## src/rtl/mem_arbiter_pkg.sv

```systemverilog
// Shared definitions for the multi-port byte-bus arbiter: FSM states,
// length codes, the IO region tag and small helpers.
package mem_arbiter_pkg;

    typedef enum logic [1:0] {
        ST_IDLE = 2'd0,
        ST_XFER = 2'd1,
        ST_FIN  = 2'd2
    } state_e;

    localparam logic [1:0] IO_REGION_TAG = 2'b11;

    // Transfer length is encoded as byte count minus one.
    localparam logic [1:0] LEN_1B = 2'd0;
    localparam logic [1:0] LEN_2B = 2'd1;
    localparam logic [1:0] LEN_3B = 2'd2;
    localparam logic [1:0] LEN_4B = 2'd3;

    function automatic int idx_width(input int n);
        return (n > 1) ? $clog2(n) : 1;
    endfunction

    function automatic logic [7:0] byte_sel(input logic [31:0] word, input logic [1:0] k);
        logic [7:0] b;
        case (k)
            2'd0:    b = word[7:0];
            2'd1:    b = word[15:8];
            2'd2:    b = word[23:16];
            default: b = word[31:24];
        endcase
        return b;
    endfunction

endpackage

```

## src/rtl/mem_arbiter_if.sv

```systemverilog
// Requester-side handshake plus the byte-wide memory bus, bundled so the
// arbiter and its surroundings share one definition.
interface mem_arbiter_if #(
    parameter int NUM_PORTS  = 2,
    parameter int ADDR_WIDTH = 32
);
    logic [NUM_PORTS-1:0]            req;
    logic [NUM_PORTS-1:0]            we;
    logic [NUM_PORTS*ADDR_WIDTH-1:0] addr;
    logic [NUM_PORTS*2-1:0]          len;
    logic [NUM_PORTS*32-1:0]         wdata;
    logic [NUM_PORTS-1:0]            done;
    logic [31:0]                     rdata;
    logic                            busy;
    logic [7:0]                      mem_din;
    logic [7:0]                      mem_dout;
    logic [ADDR_WIDTH-1:0]           mem_a;
    logic                            mem_wr;

    // The arbiter's view.
    modport slave (
        input  req, we, addr, len, wdata, mem_din,
        output done, rdata, busy, mem_dout, mem_a, mem_wr
    );

    // The requesters' and RAM/IO mux's combined view.
    modport master (
        output req, we, addr, len, wdata, mem_din,
        input  done, rdata, busy, mem_dout, mem_a, mem_wr
    );
endinterface

```

## src/rtl/mem_arbiter_rr_arbiter.sv

```systemverilog
// Round-robin pick: the first requesting port strictly above last_grant,
// otherwise the lowest requesting port (wrap-around).
module rr_arbiter
    import mem_arbiter_pkg::*;
#(
    parameter int NUM_PORTS = 2,
    parameter int IDX_W     = idx_width(NUM_PORTS)
) (
    input  logic [NUM_PORTS-1:0] req,
    input  logic [IDX_W-1:0]     last_grant,
    output logic [NUM_PORTS-1:0] grant,
    output logic [IDX_W-1:0]     grant_idx,
    output logic                 valid
);

    always_comb begin
        // NOTE: every output gets a default before any branch, so no path can infer a latch.
        grant     = '0;
        grant_idx = '0;
        valid     = 1'b0;
        for (int i = 0; i < NUM_PORTS; i++) begin
            if (!valid && req[i] && (IDX_W'(i) > last_grant)) begin
                valid     = 1'b1;
                grant[i]  = 1'b1;
                grant_idx = IDX_W'(i);
            end
        end
        for (int i = 0; i < NUM_PORTS; i++) begin
            if (!valid && req[i]) begin
                valid     = 1'b1;
                grant[i]  = 1'b1;
                grant_idx = IDX_W'(i);
            end
        end
    end

endmodule

```

## src/rtl/mem_arbiter.sv

```systemverilog
// Round-robin arbiter that sequences 1..4-byte little-endian transfers from
// NUM_PORTS requesters onto the single byte-wide RAM/IO bus, freezing on rdy=0.
module mem_arbiter
    import mem_arbiter_pkg::*;
#(
    parameter int NUM_PORTS  = 2,
    parameter int ADDR_WIDTH = 32
) (
    input  logic          clk,
    input  logic          rst_n,
    input  logic          rdy,
    mem_arbiter_if.slave  bus
);

    localparam int IDX_W = idx_width(NUM_PORTS);

    state_e                 state;
    logic [IDX_W-1:0]       last_grant;
    logic [IDX_W-1:0]       grant_idx;
    logic [NUM_PORTS-1:0]   grant_q;
    logic [NUM_PORTS-1:0]   done_q;
    logic                   we_q;
    logic [ADDR_WIDTH-1:0]  addr_q;
    logic [1:0]             len_q;
    logic [31:0]            wdata_q;
    logic [31:0]            rdata_q;
    logic [2:0]             issue_cnt;
    logic [1:0]             cap_cnt;
    logic                   pend_q;

    logic [NUM_PORTS-1:0]   arb_grant;
    logic [IDX_W-1:0]       arb_idx;
    logic                   arb_valid;
    logic                   sel_we;
    logic [ADDR_WIDTH-1:0]  sel_addr;
    logic [1:0]             sel_len;
    logic [31:0]            sel_wdata;
    logic                   issuing;

    rr_arbiter #(.NUM_PORTS(NUM_PORTS), .IDX_W(IDX_W)) u_rr (
        .req        (bus.req),
        .last_grant (last_grant),
        .grant      (arb_grant),
        .grant_idx  (arb_idx),
        .valid      (arb_valid)
    );

    // Pull the winning port's request fields out of the flat port buses.
    always_comb begin
        sel_we    = 1'b0;
        sel_addr  = '0;
        sel_len   = '0;
        sel_wdata = '0;
        for (int i = 0; i < NUM_PORTS; i++) begin
            if (arb_idx == IDX_W'(i)) begin
                sel_we    = bus.we[i];
                sel_addr  = bus.addr[i*ADDR_WIDTH +: ADDR_WIDTH];
                sel_len   = bus.len[i*2 +: 2];
                sel_wdata = bus.wdata[i*32 +: 32];
            end
        end
    end

    // A byte address is on the bus only while bytes remain to issue; otherwise
    // mem_a parks at 0 so an IO address never lingers and gets re-read.
    assign issuing      = (state == ST_XFER) && (issue_cnt <= {1'b0, len_q});
    assign bus.mem_a    = issuing ? addr_q + ADDR_WIDTH'(issue_cnt) : '0;
    assign bus.mem_wr   = issuing && we_q && rdy;
    assign bus.mem_dout = (issuing && we_q) ? byte_sel(wdata_q, issue_cnt[1:0]) : 8'h00;
    assign bus.done     = done_q;
    assign bus.rdata    = rdata_q;
    assign bus.busy     = (state != ST_IDLE);

    always_ff @(posedge clk or negedge rst_n) begin
        if (!rst_n) begin
            state      <= ST_IDLE;
            last_grant <= IDX_W'(NUM_PORTS - 1);
            grant_idx  <= '0;
            grant_q    <= '0;
            done_q     <= '0;
            we_q       <= 1'b0;
            addr_q     <= '0;
            len_q      <= '0;
            wdata_q    <= '0;
            rdata_q    <= '0;
            issue_cnt  <= '0;
            cap_cnt    <= '0;
            pend_q     <= 1'b0;
        end else begin
            // NOTE: non-blocking assignments here, so every flop samples pre-edge values.
            done_q <= '0;
            // Capture runs even while paused: the RAM still returns a byte
            // addressed in the last rdy=1 cycle.
            pend_q <= issuing && !we_q && rdy;
            if (pend_q) begin
                for (int b = 0; b < 4; b++) begin
                    if (cap_cnt == 2'(b)) rdata_q[8*b +: 8] <= bus.mem_din;
                end
                cap_cnt <= cap_cnt + 2'd1;
                if (cap_cnt == len_q) state <= ST_FIN;
            end
            if (rdy) begin
                case (state)
                    ST_IDLE: begin
                        if (arb_valid) begin
                            grant_idx <= arb_idx;
                            grant_q   <= arb_grant;
                            we_q      <= sel_we;
                            addr_q    <= sel_addr;
                            len_q     <= sel_len;
                            wdata_q   <= sel_wdata;
                            rdata_q   <= '0;
                            issue_cnt <= '0;
                            cap_cnt   <= '0;
                            state     <= ST_XFER;
                        end
                    end
                    ST_XFER: begin
                        if (issuing) begin
                            issue_cnt <= issue_cnt + 3'd1;
                            if (we_q && (issue_cnt[1:0] == len_q)) state <= ST_FIN;
                        end
                    end
                    ST_FIN: begin
                        done_q     <= grant_q;
                        last_grant <= grant_idx;
                        state      <= ST_IDLE;
                    end
                    default: state <= ST_IDLE;
                endcase
            end
        end
    end

endmodule

```

## src/flat_wrapper.sv

```systemverilog
// flat-port wrapper written by rule: the top's interface ports become plain ports
module mem_arbiter_flat import mem_arbiter_pkg::*;
#(
    parameter int NUM_PORTS  = 2,
    parameter int ADDR_WIDTH = 32
)
  (clk, rst_n, rdy, bus_req, bus_we, bus_addr, bus_len, bus_wdata, bus_mem_din, bus_done, bus_rdata, bus_busy, bus_mem_dout, bus_mem_a, bus_mem_wr);
  mem_arbiter_if #(.NUM_PORTS(NUM_PORTS), .ADDR_WIDTH(ADDR_WIDTH)) bus_i ();
  input  logic clk;
  input  logic rst_n;
  input  logic rdy;
  input wire logic [$bits(bus_i.req)-1:0] bus_req;
  input wire logic [$bits(bus_i.we)-1:0] bus_we;
  input wire logic [$bits(bus_i.addr)-1:0] bus_addr;
  input wire logic [$bits(bus_i.len)-1:0] bus_len;
  input wire logic [$bits(bus_i.wdata)-1:0] bus_wdata;
  input wire logic [$bits(bus_i.mem_din)-1:0] bus_mem_din;
  output wire logic [$bits(bus_i.done)-1:0] bus_done;
  output wire logic [$bits(bus_i.rdata)-1:0] bus_rdata;
  output wire logic [$bits(bus_i.busy)-1:0] bus_busy;
  output wire logic [$bits(bus_i.mem_dout)-1:0] bus_mem_dout;
  output wire logic [$bits(bus_i.mem_a)-1:0] bus_mem_a;
  output wire logic [$bits(bus_i.mem_wr)-1:0] bus_mem_wr;
  assign bus_i.req = bus_req;
  assign bus_i.we = bus_we;
  assign bus_i.addr = bus_addr;
  assign bus_i.len = bus_len;
  assign bus_i.wdata = bus_wdata;
  assign bus_i.mem_din = bus_mem_din;
  assign bus_done = bus_i.done;
  assign bus_rdata = bus_i.rdata;
  assign bus_busy = bus_i.busy;
  assign bus_mem_dout = bus_i.mem_dout;
  assign bus_mem_a = bus_i.mem_a;
  assign bus_mem_wr = bus_i.mem_wr;
  mem_arbiter #(.NUM_PORTS(NUM_PORTS), .ADDR_WIDTH(ADDR_WIDTH)) u_core (.clk(clk), .rst_n(rst_n), .rdy(rdy), .bus(bus_i));
endmodule
```

## config.mk

```make
export PLATFORM = sky130hd
export DESIGN_NAME = mem_arbiter_flat
export DESIGN_NICKNAME = d
export VERILOG_FILES = /design/src/rtl/mem_arbiter_pkg.sv /design/src/rtl/mem_arbiter_if.sv /design/src/rtl/mem_arbiter_rr_arbiter.sv /design/src/rtl/mem_arbiter.sv /design/src/flat_wrapper.sv
export SDC_FILE = /design/constraint.sdc
export NUM_CORES = 1
export LEC_CHECK = 0
export CORE_MARGIN = 1.5
export CORE_UTILIZATION = 60
export DETAILED_ROUTE_END_ITERATION = 12
export DONT_BUFFER_PORTS = 1
export HOLD_SLACK_MARGIN = 0.15
export PLACE_DENSITY = 0.87
export SLEW_MARGIN = 10
export SYNTH_ARGS = -nofsm -noshare
export SYNTH_HDL_FRONTEND = slang
export SYNTH_SLANG_ARGS = --single-unit
```

## constraint.sdc

```tcl
create_clock -name clk -period 2.5 [get_ports clk]
set_input_delay 0.375 -clock clk [delete_from_list [all_inputs] [get_ports clk]]
set_output_delay 0.375 -clock clk [all_outputs]
set_load 0.03 [all_outputs]
```

* Word level (Yosys, flattened, before mapping)
Cells that the tools add are included.
** Storage, ports and cells
- Bits in registers :: 113
- Output and inout port bits :: 76
- Word-level logic and storage cells :: 93
** Cells by class
- Add/sub/neg operators :: 3
- $lt $le $gt $ge :: 3
- Equality and inequality tests :: 11
- Muxes and demuxes :: 40
- Reduce and logical (&&, ||, !) cells :: 23
** Operator list (count)
- $mux 32 :: 7
- $mux 8 :: 5
- $add 32x3->32 :: 1
- $mux 2 :: 13
- $pmux 8 s3 :: 1
- $logic_and 1x1->1 :: 11
- $mux 1 :: 10
- $eq 2x2->1 const B :: 4
- $eq 2x1->1 const B :: 3
- $logic_not 2->1 :: 3
- $mux 3 :: 2
- $pmux 3 s2 :: 1
- $eq 2x2->1 :: 2
- $logic_not 1->1 :: 4
- $ne 2x1->1 const B :: 2
- $pmux 2 s2 :: 1
- $reduce_and 4->1 :: 1
- $reduce_bool 2->1 :: 2
- $add 3x1->3 const B :: 1
- $le 3x2->1 :: 1
- $reduce_and 3->1 :: 1
- $add 2x1->2 const B :: 1
- $gt 1x1->1 const A :: 2
- $reduce_and 2->1 :: 1

* Longest topological paths before layout
- Depth in word-level cells :: 16
- Gate-level depth with buffers :: 9
- Depth with buffers taken out :: 8

* By module
Synthesis repeated with hierarchy kept, for this count alone.
** Second synthesis, totals
- Cell total of the unflattened synthesis :: 708
- Area total of the unflattened synthesis :: 6302.3 um^2
** Modules (own cells, without submodules)
- mem_arbiter :: times used 1, cells each 703, area each 6269.8 um^2
- rr_arbiter :: times used 1, cells each 5, area each 32.5 um^2

* Least setup slack after synthesis
Ideal clock, no wire load.
- Path type :: reg-to-output
- From :: reg u_core.issue_cnt[1]
- To :: out bus_mem_a[2]
- Arrival :: 2354 ps
- Path slack :: -229 ps
- Stages on the path, launching flop included :: 7
- Cell sequence :: dfrtp_1 -> ha_1 -> nor2b_1 -> o21a_1 -> or4b_1 -> buf_2 -> nor3_1
** On the way
- Longest elaborated chain between the ends :: 3
- Elaborated cells on any way between the ends :: 4
- Those cells by class :: add/sub (1); order compare (1); mux (1); reduce/logical (1)
** Ends and longest elaborated chain
- start, declared :: line mem_arbiter.sv:27 : logic [2:0] issue_cnt;
- start signal, assigned :: line mem_arbiter.sv:120 : issue_cnt <= issue_cnt + 3'd1;
- parallel branches: the longest is 2 deep, another holds $add 32x3->32
- $mux 32 * :: line mem_arbiter.sv:67 : assign bus.mem_a = issuing ? addr_q + ADDR_WIDTH'(issue_cnt) : '0;
- end, declared :: line flat_wrapper.sv:22 : output wire logic [$bits(bus_i.mem_a)-1:0] bus_mem_a;
Mark *: on every way between the ends.

* Final worst setup path
- From :: reg u_core.issue_cnt[0]
- To :: out bus_mem_a[28]
The elaborated chain is that of the path after synthesis.

==> results.py <==
metrics = {
    "timing": {
        "fmax_mhz": 283,
        "hold_ws_ns": -0.465,
        "final-hold-violation-count": 113,
        "finalWorstSetupSlack_ns": -1.03,
        "setup_viol": 41,
        "min_period_ns": 3.53,
        "clock-skew-final_ns": 0.00913,
        "rsz0062_at_grt": "yes",
        "worstMarginPinSlew_ns": 0.762,
        "finalCritPeriodShare_pct": 141,
        "maxSlewViolCount": 0,
        "worst_slew_margin_rel_pct": 49.2,
    },
    "placement": {
        "io_buffer_count": 0,
        "placement.cell_area_um2": 6780,
        "hpwl_mm": 11.0,
        "globalplace.congestion": 0.849,
        "place_worst_setup_slack_ns": -0.0520,
    },
    "global_routing": {
        "pin_count_of_the_biggest_net_entering_global_routing": 114,
        "grt_antenna_before_repair": 1,
        "vias_in_the_first_global_route": 6640,
        "grt_remaining_overflow": 0,
        "grt_first_pass_wirelength_mm": 34.9,
        "gr-usage-all-layers_pct": 40.8,
    },
    "logic_synthesis": {
        "post_synth_num_cell_types": 49,
        "synth-seq-area-share_pct": 45.0,
        "synth_top_cell_area_share_pct": 44.5,
        "ys_warn_count": 0,
        "async_flop_share_pct": 100,
        "postSynthAreaPerCell_um2": 9.15,
        "nets_in_the_synthesized_netlist": 849,
        "synth_area_leader_cell": "sky130_fd_sc_hd__dfrtp_1",
        "synth_cells": 688,
        "yosys_register_bits": 113,
        "synthesis.area_um2": 6290,
        "synth_top_flop_cell": "sky130_fd_sc_hd__dfrtp_1",
        "synth-edff-count": 0,
        "ys_top_cells_by_area": "sky130_fd_sc_hd__dfrtp_1 (45%), sky130_fd_sc_hd__mux2i_1 (11%), sky130_fd_sc_hd__a21oi_1 (8.9%)",
    },
    "detailed_routing": {
        "drc": 0,
        "detailedRoute.firstIterationViolations": 1197,
        "dr_wl_cell_um": 27.0,
        "routed_wirelength_mm": 27.6,
        "vias_per_cell": 6.92,
        "ant_nets": 0,
        "drt_first_pass_iters": 9,
        "vias": 7076,
    },
    "cts": {
        "cts_max_path_buffers": 2,
        "htree_levels": 4,
        "clock_sink_count": 113,
        "root_buffer": "sky130_fd_sc_hd__clkbuf_8",
        "hold_buffers": 143,
        "cts.clk_slew.worst_paths_ns": 0.06,
        "numCtsBuffers": 17,
        "clk_latency_ns": 0.53,
        "tritoncts": "yes",
    },
    "status": {
        "run_status": "finished, violations left",
        "violations": "hold timing, setup timing",
    },
    "worst_setup_path": {
        "critical_path.n_buffers_inverters": 4,
        "timing.critical_path.from_type": "flop",
        "slowest_stage_cell_on_the_critical_path": "sky130_fd_sc_hd__dfrtp_1",
        "wp_data_required_ns": 2.12,
        "crit_fanout": 7,
        "crit_type": "flop to output pin",
        "critical_path.max_stage_delay_ns": 0.41,
        "path_delay_family": "simple AND/OR/NAND/NOR gates",
        "crit_arrival_ns": 3.15,
        "crit_path_cell_trace": "ha_2 -> inv_2 -> fa_2 -> nor2b_1 -> buf_4 -> o2111ai_4 -> buf_8 -> nor3_4 -> xnor2_2 -> nor2_2 -> buf_6",
        "setup.worst_path.end_class": "output pin",
    },
    "finish": {
        "inserted_diodes": 0,
        "final_nets": 1035,
        "area.growth.synth_to_final_pct": 50.6,
        "finish.instance_area_um2": 9480,
        "final_layout_size_suffix_gt1_share_pct": 20.4,
    },
    "power": {
        "finalPower_mw": 14.6,
        "leakagePower_nw": 4.06,
        "power_per_cell_area_nw_per_um2": 1540,
        "maximum_vdd_ir_drop_mv": 1.37,
    },
    "floorplan": {
        "design.portCount": 223,
        "initial_util_pct": 61.5,
        "floorplan.rows": 37,
        "die_area_um2": 11100,
        "die_x_um": 105,
        "die_h_um": 105,
        "floorplan.core_area_um2": 10200,
    },
    "run": {
        "max_cap_violations": 0,
    },
    "min_path": {
        "worstHoldPathType": "primary input to asynchronous set/reset pin",
    },
}
==> metal layers <==
metal | GRT usage [%] | part of all wire [%]
met2 | 71.7 | 46
met3 | 10.1 | 13
met4 | 22.3 | 9.2
met1 | 45.4 | 31
met5 | 0 | 0.054
==> path summary, 6_finish.rpt <==
check | startpoint | end | slack, ns | cells past startpoint
setup / recovery | u_core.issue_cnt[0]$_DFFE_PN0P_ | bus_mem_a[28] | -1.03 | 11
hold / removal | rst_n | u_core.addr_q[21]$_DFFE_PN0P_ | -0.47 | 0
setup reg to reg | u_core.issue_cnt[0]$_DFFE_PN0P_ | u_core.state[1]$_DFF_PN0_ | 0.18 | 10
hold reg to reg | u_core.grant_q[0]$_DFFE_PN0P_ | u_core.bus.done[0]$_DFF_PN0_ | 0.50 | 1
max in group asynchronous | rst_n | u_core.last_grant$_DFFE_PN1P_ | 2.73 | 0
min in group clk | rdy | u_core.pend_q$_DFF_PN0_ | 0.19 | 2
==> flip-flops by register name, summed over array words and instances, names as in the netlist <==
signal / flops
u_core.bus.done: 2
u_core.wdata_q: 32
u_core.pend_q: 1
u_core.len_q: 2
u_core.last_grant: 1
u_core.state: 2
u_core.grant_idx: 1
u_core.we_q: 1
u_core.issue_cnt: 3
u_core.bus.rdata: 32
u_core.cap_cnt: 2
u_core.grant_q: 2
u_core.addr_q: 32
==> layout by cell type (no fill, tap or decap), types with 4 or more instances in the layout <==
cell	synthesis	final
sky130_fd_sc_hd__mux2i_1	68	68
sky130_fd_sc_hd__a21oi_1	112	108
sky130_fd_sc_hd__nor2_1	121	86
sky130_fd_sc_hd__and2_1	9	8
sky130_fd_sc_hd__xor2_1	16	13
sky130_fd_sc_hd__ha_1	13	10
sky130_fd_sc_hd__bufinv_16	0	4
sky130_fd_sc_hd__buf_6	4	39
sky130_fd_sc_hd__inv_1	9	6
sky130_fd_sc_hd__nor2_4	0	22
sky130_fd_sc_hd__buf_12	0	5
sky130_fd_sc_hd__dlygate4sd3_1	0	143
sky130_fd_sc_hd__clkbuf_16	0	18
sky130_fd_sc_hd__nor2_2	0	13
sky130_fd_sc_hd__nor3_4	0	7
sky130_fd_sc_hd__buf_4	3	23
sky130_fd_sc_hd__nand3_1	38	38
sky130_fd_sc_hd__a222oi_1	8	8
sky130_fd_sc_hd__xnor2_1	12	9
sky130_fd_sc_hd__nand2_1	53	51
sky130_fd_sc_hd__nand4_1	9	9
sky130_fd_sc_hd__and3_1	5	5
sky130_fd_sc_hd__clkbuf_8	0	6
sky130_fd_sc_hd__dfrtp_1	112	111
sky130_fd_sc_hd__o21ai_0	6	5
==> power breakdown <==
part	switching, mW	total, mW	leakage, nW	internal, mW
Sequential	1.16	3.70	1.35	2.54
Clock	0.909	2.66	0.310	1.75
Combinational	4.91	8.26	2.40	3.36
==> final cells by class <==
class / instances / area (um2)
well taps: 136 / 170
repair buffers: 214 / 2220
fillers: 327 / 752
flip-flops and latches: 113 / 2830
clock buffers: 23 / 487
inverters: 9 / 33.8
multi-input cells: 519 / 3580
clock inverters: 8 / 150
==> synthesized netlist by cell type (2+ instances only) <==
library cell,n
sky130_fd_sc_hd__and2_1,9
sky130_fd_sc_hd__inv_1,9
sky130_fd_sc_hd__clkbuf_1,15
sky130_fd_sc_hd__o21ai_0,6
sky130_fd_sc_hd__buf_1,5
sky130_fd_sc_hd__nor2b_1,3
sky130_fd_sc_hd__and4_4,2
sky130_fd_sc_hd__nand3_1,38
sky130_fd_sc_hd__ha_1,13
sky130_fd_sc_hd__nor3b_1,2
sky130_fd_sc_hd__buf_2,19
sky130_fd_sc_hd__a21o_1,3
sky130_fd_sc_hd__nor3_1,5
sky130_fd_sc_hd__buf_6,4
sky130_fd_sc_hd__or3_1,5
sky130_fd_sc_hd__nor2_1,121
sky130_fd_sc_hd__a222oi_1,8
sky130_fd_sc_hd__xnor2_1,12
sky130_fd_sc_hd__and4_1,3
sky130_fd_sc_hd__a21oi_1,112
sky130_fd_sc_hd__nor3_2,7
sky130_fd_sc_hd__xor2_1,16
sky130_fd_sc_hd__and3_1,5
sky130_fd_sc_hd__nand2_1,53
sky130_fd_sc_hd__nand4_1,9
sky130_fd_sc_hd__buf_4,3
sky130_fd_sc_hd__mux2i_1,68
sky130_fd_sc_hd__dfrtp_1,112
==> cell families (layout without fill, tap and decap cells) <==
family / after synthesis / count (layout) / share of synthesized area, %
XOR/XNOR: 28 / 28 / 3.90
flip-flops: 113 / 113 / 45.0
AND/OR/NAND/NOR: 270 / 270 / 20.2
multiplexers: 69 / 69 / 11.0
adder cells (fa/ha/maj): 14 / 14 / 2.90
AO/OA/AOI/OAI: 138 / 138 / 12.5
buffers and inverters: 56 / 254 / 4.55
==> worst reg2reg max path: cells and delay by family, from the launching register on <==
| family | cells | cell delay, ns |
|---|---|---|
| buf+inv | 4 | 0.51 |
| simple gates | 3 | 0.50 |
| compound gates | 2 | 0.49 |
| flops | 1 | 0.41 |
| fa+ha+maj | 1 | 0.27 |
==> per-stage QoR <==
stage                     std cells  util, %  TNS [ns]
after CTS                      1015     89.3    -18.35
after global routing           1022     92.7    -27.99
after global placement          838     66.2         0
after floorplan                 688        -     -1.02
final                          1022     92.7    -26.31
after detailed placement        838     66.2    -0.100
==> what timing repair did <==
item,in CTS,in global routing
cloned,0,3
setup endpoints to repair,41,41
hold endpoints to repair,215,113
setup buffers,3,4
pin swaps,12,16
resized for setup,68,51
Power figures use the tool's default switching activity.
